`src/rtl/dmac_burst_ctrl.sv`:
```
// dmac_burst_ctrl: one DMA channel; reads a burst into the FIFO, then writes it out.
// Ports: clk, rst (sync, active-high), channel_en, cfg_burst_len, cfg_total,
//   HReady, HResp in; HTrans, HWrite, src_inc, dst_inc, fifo_wr, fifo_rd,
//   irq_done, irq_err, busy, beats_left out.
// Define DMAC_ERR_ABORT_EN to abort into ERROR on a bus error response.
module dmac_burst_ctrl #(
  parameter int CNT_W     = 16,
  parameter int MAX_BURST = 16,
  localparam int BL_W     = $clog2(MAX_BURST) + 1
) (
  input  logic             clk,
  input  logic             rst,
  input  logic             channel_en,
  input  logic [BL_W-1:0]  cfg_burst_len,
  input  logic [CNT_W-1:0] cfg_total,
  input  logic             HReady,
  input  logic [1:0]       HResp,
  output logic [1:0]       HTrans,
  output logic             HWrite,
  output logic             src_inc,
  output logic             dst_inc,
  output logic             fifo_wr,
  output logic             fifo_rd,
  output logic             irq_done,
  output logic             irq_err,
  output logic             busy,
  output logic [CNT_W-1:0] beats_left
);

  typedef enum logic [2:0] {
    S_IDLE  = 3'd0,
    S_READ  = 3'd1,
    S_WRITE = 3'd2,
    S_HOLD  = 3'd3,
    S_DONE  = 3'd4
`ifdef DMAC_ERR_ABORT_EN
    , S_ERROR = 3'd5
`endif
  } state_t;

  state_t state_q, state_d;
  state_t resume_q, resume_d;
  state_t tgt;

  logic [BL_W-1:0]  burst_q, burst_d;
  logic [BL_W-1:0]  n_q, n_d;
  logic [BL_W-1:0]  cnt_q, cnt_d;
  logic [CNT_W-1:0] left_q, left_d;
  logic             first_q, first_d;
  logic             irq_done_q, irq_done_d;

  logic             in_beat;
  logic             err;
  logic             last;
  logic [BL_W-1:0]  cfg_bl;
  logic [CNT_W-1:0] left_nxt;

  function automatic logic [BL_W-1:0] clip(
    input logic [BL_W-1:0]  b,
    input logic [CNT_W-1:0] l
  );
    if (CNT_W'(b) > l) return l[BL_W-1:0];
    return b;
  endfunction

  assign in_beat = (state_q == S_READ) || (state_q == S_WRITE);

`ifdef DMAC_ERR_ABORT_EN
  assign err = in_beat && HReady && (HResp != 2'b00);
`else
  logic unused_hresp;
  assign unused_hresp = ^HResp;
  assign err = 1'b0;
`endif

  // Out-of-range burst lengths fall back to the largest burst.
  assign cfg_bl = (cfg_burst_len == '0 ||
                   cfg_burst_len > BL_W'(MAX_BURST)) ?
                  BL_W'(MAX_BURST) : cfg_burst_len;

  assign last     = (cnt_q == n_q - BL_W'(1));
  assign left_nxt = left_q - CNT_W'(n_q);

  always_ff @(posedge clk) begin
    if (rst) begin
      state_q  <= S_IDLE;
      resume_q <= S_READ;
    end else begin
      state_q  <= state_d;
      resume_q <= resume_d;
    end
  end

  always_comb begin
    state_d  = state_q;
    resume_d = resume_q;
    tgt      = state_q;
    unique case (state_q)
      S_IDLE:
        if (channel_en)
          state_d = (cfg_total == '0) ? S_DONE : S_READ;
      S_READ, S_WRITE:
        if (HReady) begin
          if (state_q == S_READ)
            tgt = last ? S_WRITE : S_READ;
          else if (!last)
            tgt = S_WRITE;
          else
            tgt = (left_nxt == '0) ? S_DONE : S_READ;
          // Enable is only sampled once the current beat completes.
          if (tgt == S_DONE || channel_en) begin
            state_d = tgt;
          end else begin
            state_d  = S_HOLD;
            resume_d = tgt;
          end
`ifdef DMAC_ERR_ABORT_EN
          if (err) state_d = S_ERROR;
`endif
        end
      S_HOLD:
        if (channel_en) state_d = resume_q;
      S_DONE:
        if (!channel_en) state_d = S_IDLE;
`ifdef DMAC_ERR_ABORT_EN
      S_ERROR:
        if (!channel_en) state_d = S_IDLE;
`endif
      default: state_d = S_IDLE;
    endcase
  end

  always_comb begin
    burst_d = burst_q;
    n_d     = n_q;
    cnt_d   = cnt_q;
    left_d  = left_q;
    first_d = first_q;
    if (state_q == S_IDLE && channel_en) begin
      burst_d = cfg_bl;
      left_d  = cfg_total;
      n_d     = clip(cfg_bl, cfg_total);
      cnt_d   = '0;
      first_d = 1'b1;
    end else if (in_beat && HReady && !err) begin
      if (last) begin
        cnt_d   = '0;
        first_d = 1'b1;
        if (state_q == S_WRITE) begin
          left_d = left_nxt;
          n_d    = clip(burst_q, left_nxt);
        end
      end else begin
        cnt_d   = cnt_q + BL_W'(1);
        first_d = 1'b0;
      end
    end else if (state_q == S_HOLD && channel_en) begin
      first_d = 1'b1;
    end
    if (state_d == S_IDLE) left_d = '0;
  end

  assign irq_done_d = (state_d == S_DONE) && (state_q != S_DONE);

  always_ff @(posedge clk) begin
    if (rst) begin
      burst_q    <= '0;
      n_q        <= '0;
      cnt_q      <= '0;
      left_q     <= '0;
      first_q    <= 1'b1;
      irq_done_q <= 1'b0;
    end else begin
      burst_q    <= burst_d;
      n_q        <= n_d;
      cnt_q      <= cnt_d;
      left_q     <= left_d;
      first_q    <= first_d;
      irq_done_q <= irq_done_d;
    end
  end

  always_comb begin
    HTrans     = 2'b00;
    HWrite     = 1'b0;
    src_inc    = 1'b0;
    dst_inc    = 1'b0;
    fifo_wr    = 1'b0;
    fifo_rd    = 1'b0;
    busy       = 1'b0;
    irq_err    = 1'b0;
    irq_done   = irq_done_q;
    beats_left = left_q;
    unique case (state_q)
      S_READ: begin
        HTrans  = first_q ? 2'b10 : 2'b11;
        fifo_wr = HReady && !err;
        src_inc = HReady && !err;
        busy    = 1'b1;
      end
      S_WRITE: begin
        HTrans  = first_q ? 2'b10 : 2'b11;
        HWrite  = 1'b1;
        fifo_rd = HReady && !err;
        dst_inc = HReady && !err;
        busy    = 1'b1;
      end
      S_HOLD: busy = 1'b1;
`ifdef DMAC_ERR_ABORT_EN
      S_ERROR: irq_err = 1'b1;
`endif
      default: ;
    endcase
    // Reset forces quiet outputs even before the state flop clears.
    if (rst) begin
      HTrans     = 2'b00;
      HWrite     = 1'b0;
      src_inc    = 1'b0;
      dst_inc    = 1'b0;
      fifo_wr    = 1'b0;
      fifo_rd    = 1'b0;
      busy       = 1'b0;
      irq_err    = 1'b0;
      irq_done   = 1'b0;
      beats_left = '0;
    end
  end

endmodule

```
`config.mk`:
```
export PLATFORM = sky130hd
export DESIGN_NAME = dmac_burst_ctrl
export DESIGN_NICKNAME = d
export VERILOG_FILES = /design/src/rtl/dmac_burst_ctrl.sv
export SDC_FILE = /design/constraint.sdc
export NUM_CORES = 1
export LEC_CHECK = 0
export CORE_MARGIN = 5
export CORE_UTILIZATION = 60
export CTS_BUF_LIST = sky130_fd_sc_hd__clkbuf_2 sky130_fd_sc_hd__clkbuf_4 sky130_fd_sc_hd__clkbuf_8
export DETAILED_ROUTE_END_ITERATION = 10
export DONT_BUFFER_PORTS = 1
export PLACE_DENSITY = 0.87
export SETUP_SLACK_MARGIN = 0.1
export SYNTH_ARGS = -nofsm -noshare
export SYNTH_HDL_FRONTEND = slang
export SYNTH_SLANG_ARGS = --single-unit
```
`constraint.sdc`:
```
create_clock -name clk -period 3.35 [get_ports clk]
set_clock_uncertainty 0.1 [all_clocks]
set_input_delay 0.335 -clock clk [delete_from_list [all_inputs] [get_ports clk]]
set_output_delay 0.335 -clock clk [all_outputs]
set_load 0.005 [all_outputs]
```
=== Word level (Yosys, flattened, before mapping) ===
Index checks and enable logic that the tools add are counted.
Widths: inputs -> output; s select.

* Output and inout bits: 26
* Input port bits: 27
* Flip-flop bits (word level): 39

* Order comparisons: 3
* Muxes and demuxes: 50
* Reductions and logical operators: 22
* Bitwise logic cells: 1
* Equal/unequal tests: 8
* Add/subtract/negate cells: 3

{| class="wikitable"
|+ Operators by type and width
! cell !! count
|-
| $mux 16 || 5
|-
| $mux 5 || 10
|-
| $mux 3 || 11
|-
| $gt 5x16->1 || 2
|-
| $logic_not 16->1 || 2
|-
| $mux 1 || 20
|-
| $sub 16x5->16 || 1
|-
| $pmux 3 s4 || 1
|-
| $eq 3x3->1 const B || 3
|-
| $reduce_bool 2->1 || 4
|-
| $eq 3x2->1 const B || 2
|-
| $logic_not 3->1 || 2
|-
| $mux 2 || 3
|-
| $reduce_and 3->1 || 2
|-
| $reduce_or 2->1 || 3
|-
| $add 5x1->5 const B || 1
|-
| $eq 5x5->1 || 1
|-
| $gt 5x5->1 const B || 1
|-
| $logic_not 5->1 || 1
|-
| $sub 5x1->5 const B || 1
|-
| $logic_and 1x1->1 || 4
|-
| $eq 3x1->1 const B || 1
|-
| $logic_or 1x1->1 || 3
|-
| $ne 3x3->1 const B || 1
|-
| 2 further kinds || 2
|}

=== Longest topological paths before layout ===
* Depth in word-level cells: 14
* Depth in mapped cells: 13
* Mapped depth without buffers: 13

=== Least setup slack after synthesis ===
Ideal clock, no wire load.

* Path kind: register to register
* Start point: register n_q[0]
* End point: register left_q[6]
* Arrival time: 3.085 ns
* Required time: 3.128 ns
* Clock period less this slack: 3.307 ns
* Setup time: 0.122 ns
* Setup slack: 0.043 ns
* Cell stages (with the launch flop): 12
* Cell sequence: dfxtp_1 > ha_1 > fa_1 > or2b_2 > a21oi_1 > xor2_1 > nor3_4 > or4b_2 > a2bb2oi_2 > o31ai_4 > buf_6 > nor2_1

* Word-level cells in the longest chain between the ends: 14
* Elaborated cells on any way between the ends: 23
* Those cells by class: add/sub: 2; eq/ne: 2; mux: 13; reduce/logical: 6

{| class="wikitable"
|+ RTL lines
! what !! line !! text
|-
| start, declared || 46 || <nowiki>logic [BL_W-1:0] n_q, n_d;</nowiki>
|-
| start signal, assigned || 175 || <nowiki>n_q <= n_d;</nowiki>
|-
| $sub 16x5->16 || 82 || <nowiki>assign left_nxt = left_q - CNT_W'(n_q);</nowiki>
|-
| $logic_not 16->1 || 109 || <nowiki>tgt = (left_nxt == '0) ? S_DONE : S_READ;</nowiki>
|-
| $mux 3 || 109 ||
|-
| $mux 3 || 106 || <nowiki>else if (!last)</nowiki>
|-
| $mux 3 || 104 || <nowiki>if (state_q == S_READ)</nowiki>
|-
| $mux 3 || 103 || <nowiki>if (HReady) begin</nowiki>
|-
| $mux 3 || 98 || <nowiki>unique case (state_q)</nowiki>
|-
| $eq 3x3->1 || 111 || <nowiki>if (tgt == S_DONE || channel_en) begin</nowiki>
|-
| $logic_or 1x1->1 || 111 ||
|-
| $mux 3 || 111 ||
|-
| $mux 3 || 103 ||
|-
| $pmux 3 s4 || 98 ||
|-
| $logic_not 3->1 || 160 || <nowiki>if (state_d == S_IDLE) left_d = '0;</nowiki>
|-
| $reduce_or 2->1 (no source line) || -- ||
|-
| end signal, assigned || 177 || <nowiki>left_q <= left_d;</nowiki>
|-
| end, declared || 48 || <nowiki>logic [CNT_W-1:0] left_q, left_d;</nowiki>
|}

Several ways; a longest one is shown, not always the timed one. The select of a mux whose other input is x is not followed.
A chain may end at the register's enable or synchronous reset.

=== Worst setup path in the final report ===
* Start point: register n_q[3]
* End point: register left_q[2]

The elaborated chain is that of the path after synthesis.

==> flow_metrics.env <==
export IMPL_outcome="complete, no violations"
export IMPL_die_w_um=82.6
export IMPL_initial_core_util_pct=61.9
export IMPL_grt_use_met2_pct=45.3
export IMPL_remaining_drc_errors=0
export IMPL_area_growth_synth_to_final_pct=14.4
export IMPL_synthDistinctLibCells=66
export IMPL_totalPowerFinal_mw=1.88
export IMPL_final_cell_area_um2=3620
export IMPL_final_period_utilization_pct=95.9
export IMPL_synth_edf_count=0
export IMPL_grt_ovfl_total=0
export IMPL_ys_seq_elements=39
export IMPL_via_count=3370
export IMPL_gp_congestion=0.959
export IMPL_fp_coreArea_um2=5110
export IMPL_synthAdderAreaFrac_pct=8.16
export IMPL_synth_simple_gate_area_share_pct=30.0
export IMPL_finalHoldViolCount=0
export IMPL_antenna_found_initial=0
export IMPL_synthMuxAreaShare_pct=3.17
export IMPL_rsz0062_at_grt="false"
export IMPL_die_h_um=82.6
export IMPL_synthArstFlopShare_pct=0
export IMPL_reg2reg_from="n_q[3]"
export IMPL_viasPerCell=6.88
export IMPL_synthCells=407
export IMPL_finalWorstSetupSlack_ns=0.137
export IMPL_rows=26
export IMPL_pre_cts_ws_ns=0.0448
export IMPL_grtUsageTotal_pct=27.6
export IMPL_regToRegSetupSlack_ns=0.14
export IMPL_busiest_layer="met2"
export IMPL_synth_main_ff_cell="dfxtp_1"
export IMPL_drive_gt1_share_pct=17.4
export IMPL_dr_pass1_iters=6
export IMPL_hpwl_um=6520
export IMPL_root_buffer="clkbuf_8"
export IMPL_drt_iter0_markers=465
export IMPL_fillCellCount=377
export IMPL_dieArea_um2=6820
export IMPL_max_freq_ghz=0.311
export IMPL_final_antenna_net_count=0
export IMPL_synth_top_family_by_area="simple AND/OR/NAND/NOR gates"
export IMPL_io_pins=53
export IMPL_htree_levels=2
export IMPL_critPathKind="flip-flop to flip-flop"
export IMPL_syn_area_um2=3160
export IMPL_path_clk_slew_ns=0.08
export IMPL_wl_um=9850
export IMPL_setup_tns_ns=0
export IMPL_p_leak_nw=1.43
export IMPL_synthXorXnorAreaFrac_pct=4.99
export IMPL_grt_max_degree=37
export IMPL_synth_compound_area_share_pct=22.5
export IMPL_cts_tree="done"
export IMPL_finalSetupViolCount=0
export IMPL_dp_cells=476
export IMPL_worst_path_max_fanout=8
export IMPL_drv_cap=0
export IMPL_cp_data_arrival_time_ns=3.35
export IMPL_clk_latency_ns=0.31
export IMPL_drv_slew=0
export IMPL_slew_headroom_pct=60.6
export IMPL_min_to="left_q[8]"
export IMPL_nNetsFinal=466
export IMPL_grt_pass1_vias=2991
export IMPL_grt_pass1_wl_um=14300
export IMPL_cts_inserted_buffers=5
export IMPL_diodes=0
export IMPL_gr_usage_met1_pct=33.7
export IMPL_fin_util_pct=70.8
export IMPL_hp_start="cfg_total[8]"
export IMPL_cp_required_ns=3.49
export IMPL_dpl_cell_area_um2=3320
export IMPL_reg2reg_depth=14
export IMPL_tightest_slew_ns=0.585
export IMPL_crit_path_start_kind="flip-flop"
export IMPL_globalRouteMet3Util_pct=7.48
export IMPL_synth_net_count=454
export IMPL_wl_per_cell_um=20.1
export IMPL_endpoint_kind="flip-flop"
export IMPL_min_period_ns=3.21
export IMPL_p_per_area_nw_per_um2=520
export IMPL_portBuffers=0
export IMPL_cts_buffer_depth=2
export IMPL_timing_hold_ws_ns=0.0628
export IMPL_synth_avg_cell_area_um2=7.77
export IMPL_clock_sinks=39
export IMPL_fin_cells=490
export IMPL_ys_warn_count=0
export IMPL_hold_depth=2
export IMPL_seq_area_frac_synth_pct=24.7
export IMPL_rr_endpoint="left_q[2]"
export IMPL_hp_class="input port to flip-flop"
export IMPL_ir_worst_vdd_uv=302
==> layer usage <==
layer | vias to the layer above | share of wire, % | routed length (um)
li1 | 1497 | - | -
met1 | 1595 | 38 | 3690
met2 | 224 | 47 | 4620
met3 | 54 | 11 | 1110
met4 | 0 | 4.3 | 424
met5 | - | 0 | 0
==> timing repair <==
action,CTS,global route
endpoints found under the setup margin,17,18
hold buffers,1,1
gates cloned,1,0
gates resized for setup,5,16
endpoints found under the hold margin,7,2
pin swaps,2,6
setup buffers,2,1
==> layout by cell type (no fill, tap or decap), drive strengths merged, types with 3 or more instances in the layout <==
master / synthesis / routed
inv: 27 / 27
a21o: 7 / 7
nand4b: 3 / 3
or2: 6 / 6
o21ai: 15 / 15
dfxtp: 39 / 39
nand2: 28 / 28
a22oi: 4 / 4
a21oi: 36 / 36
nor4b: 3 / 3
xor2: 5 / 5
or4: 5 / 5
a211oi: 4 / 4
and3: 4 / 4
a21boi: 4 / 4
nand3: 5 / 5
nor3: 20 / 20
ha: 19 / 19
nor2b: 18 / 18
nand4: 4 / 4
clkbuf: 13 / 5
o31ai: 3 / 3
nor2: 49 / 49
o21a: 3 / 3
mux2i: 10 / 10
a221oi: 10 / 10
xnor2: 13 / 13
nor4: 8 / 8
nand2b: 5 / 5
buf: 6 / 22
==> worst max path at each step <==
stage,startpoint,endpoint,slack [ns],cells after the start
finish,n_q[3],left_q[2],0.14,14
global route,n_q[3],left_q[8],0.04,14
CTS,left_q[0],left_q[3],0.11,14
detailed placement,n_q[1],left_q[2],0.04,11
global placement,n_q[1],left_q[0],0.11,11
floorplan,n_q[0],left_q[6],0.10,11
==> worst max-delay path, cell delays in order, from the launching register on <==
cell and delay, ns:
dfxtp_1 0.39, inv_1 0.10, ha_1 0.32, buf_4 0.17
o21ai_0 0.28, a21oi_2 0.06, buf_6 0.14, nor3_2 0.28
xnor2_1 0.20, nand3_2 0.22, o311ai_4 0.35, o31ai_4 0.11
buf_4 0.16, buf_12 0.13, a21oi_1 0.12
==> cells in the mapped netlist, drive strengths merged, types with 4 or more instances <==
library cell	count	share of area (%)
a211oi	4	0.95
nand3	5	0.95
and3	4	0.83
or2	6	1.2
a21o	7	1.7
mux2i	10	3.2
ha	19	7.5
xnor2	13	3.6
dfxtp	39	25
a221oi	10	3.0
o21ai	15	2.4
a21oi	36	5.7
clkbuf	13	1.5
or4	5	1.4
inv	27	3.2
a22oi	4	0.95
nor3	20	4.2
nand2b	5	0.99
nor2	49	5.8
a21boi	4	0.95
buf	6	1.5
nor4	8	1.8
nand4	4	0.79
nor2b	18	3.6
xor2	5	1.4
nand2	28	3.3
==> where the power goes <==
| part | leakage, nW | total [mW] | switching [mW] | internal [mW] |
|---|---|---|---|---|
| logic | 1.05 | 0.852 | 0.491 | 0.361 |
| clock network | 0.0644 | 0.486 | 0.188 | 0.297 |
| registers | 0.319 | 0.543 | 0.0452 | 0.498 |
| total | 1.43 | 1.88 | 0.725 | 1.16 |
==> logic make-up (layout without fill, tap and decap cells) <==
family                   count (synthesis)  in the layout
buffers and inverters                   46             59
XOR/XNOR                                18             18
AO/OA/AOI/OAI                          104            104
AND/OR/NAND/NOR                        169            169
flip-flops                              39             39
other                                    1              1
multiplexers                            10             10
adder cells (fa/ha/maj)                 20             20
==> cell type report <==
class                           count  area, um^2  area share, %
Inverter                           27         101           2.80
Clock inverter                      3        67.6           1.87
Sequential cell                    39         783           21.7
Tap cell                           70        87.6           2.42
Clock buffer                        5        68.8           1.90
Multi-Input combinational cell    322        2280           63.1
Timing Repair Buffer               24         225           6.23
==> flip-flops by register name (all words and copies together) (netlist names) <==
signal / count
state_q: 3
first_q: 1
left_q: 16
burst_q: 5
irq_done_q: 1
cnt_q: 5
n_q: 5
resume_q: 3
Power figures use the tool's default switching activity.
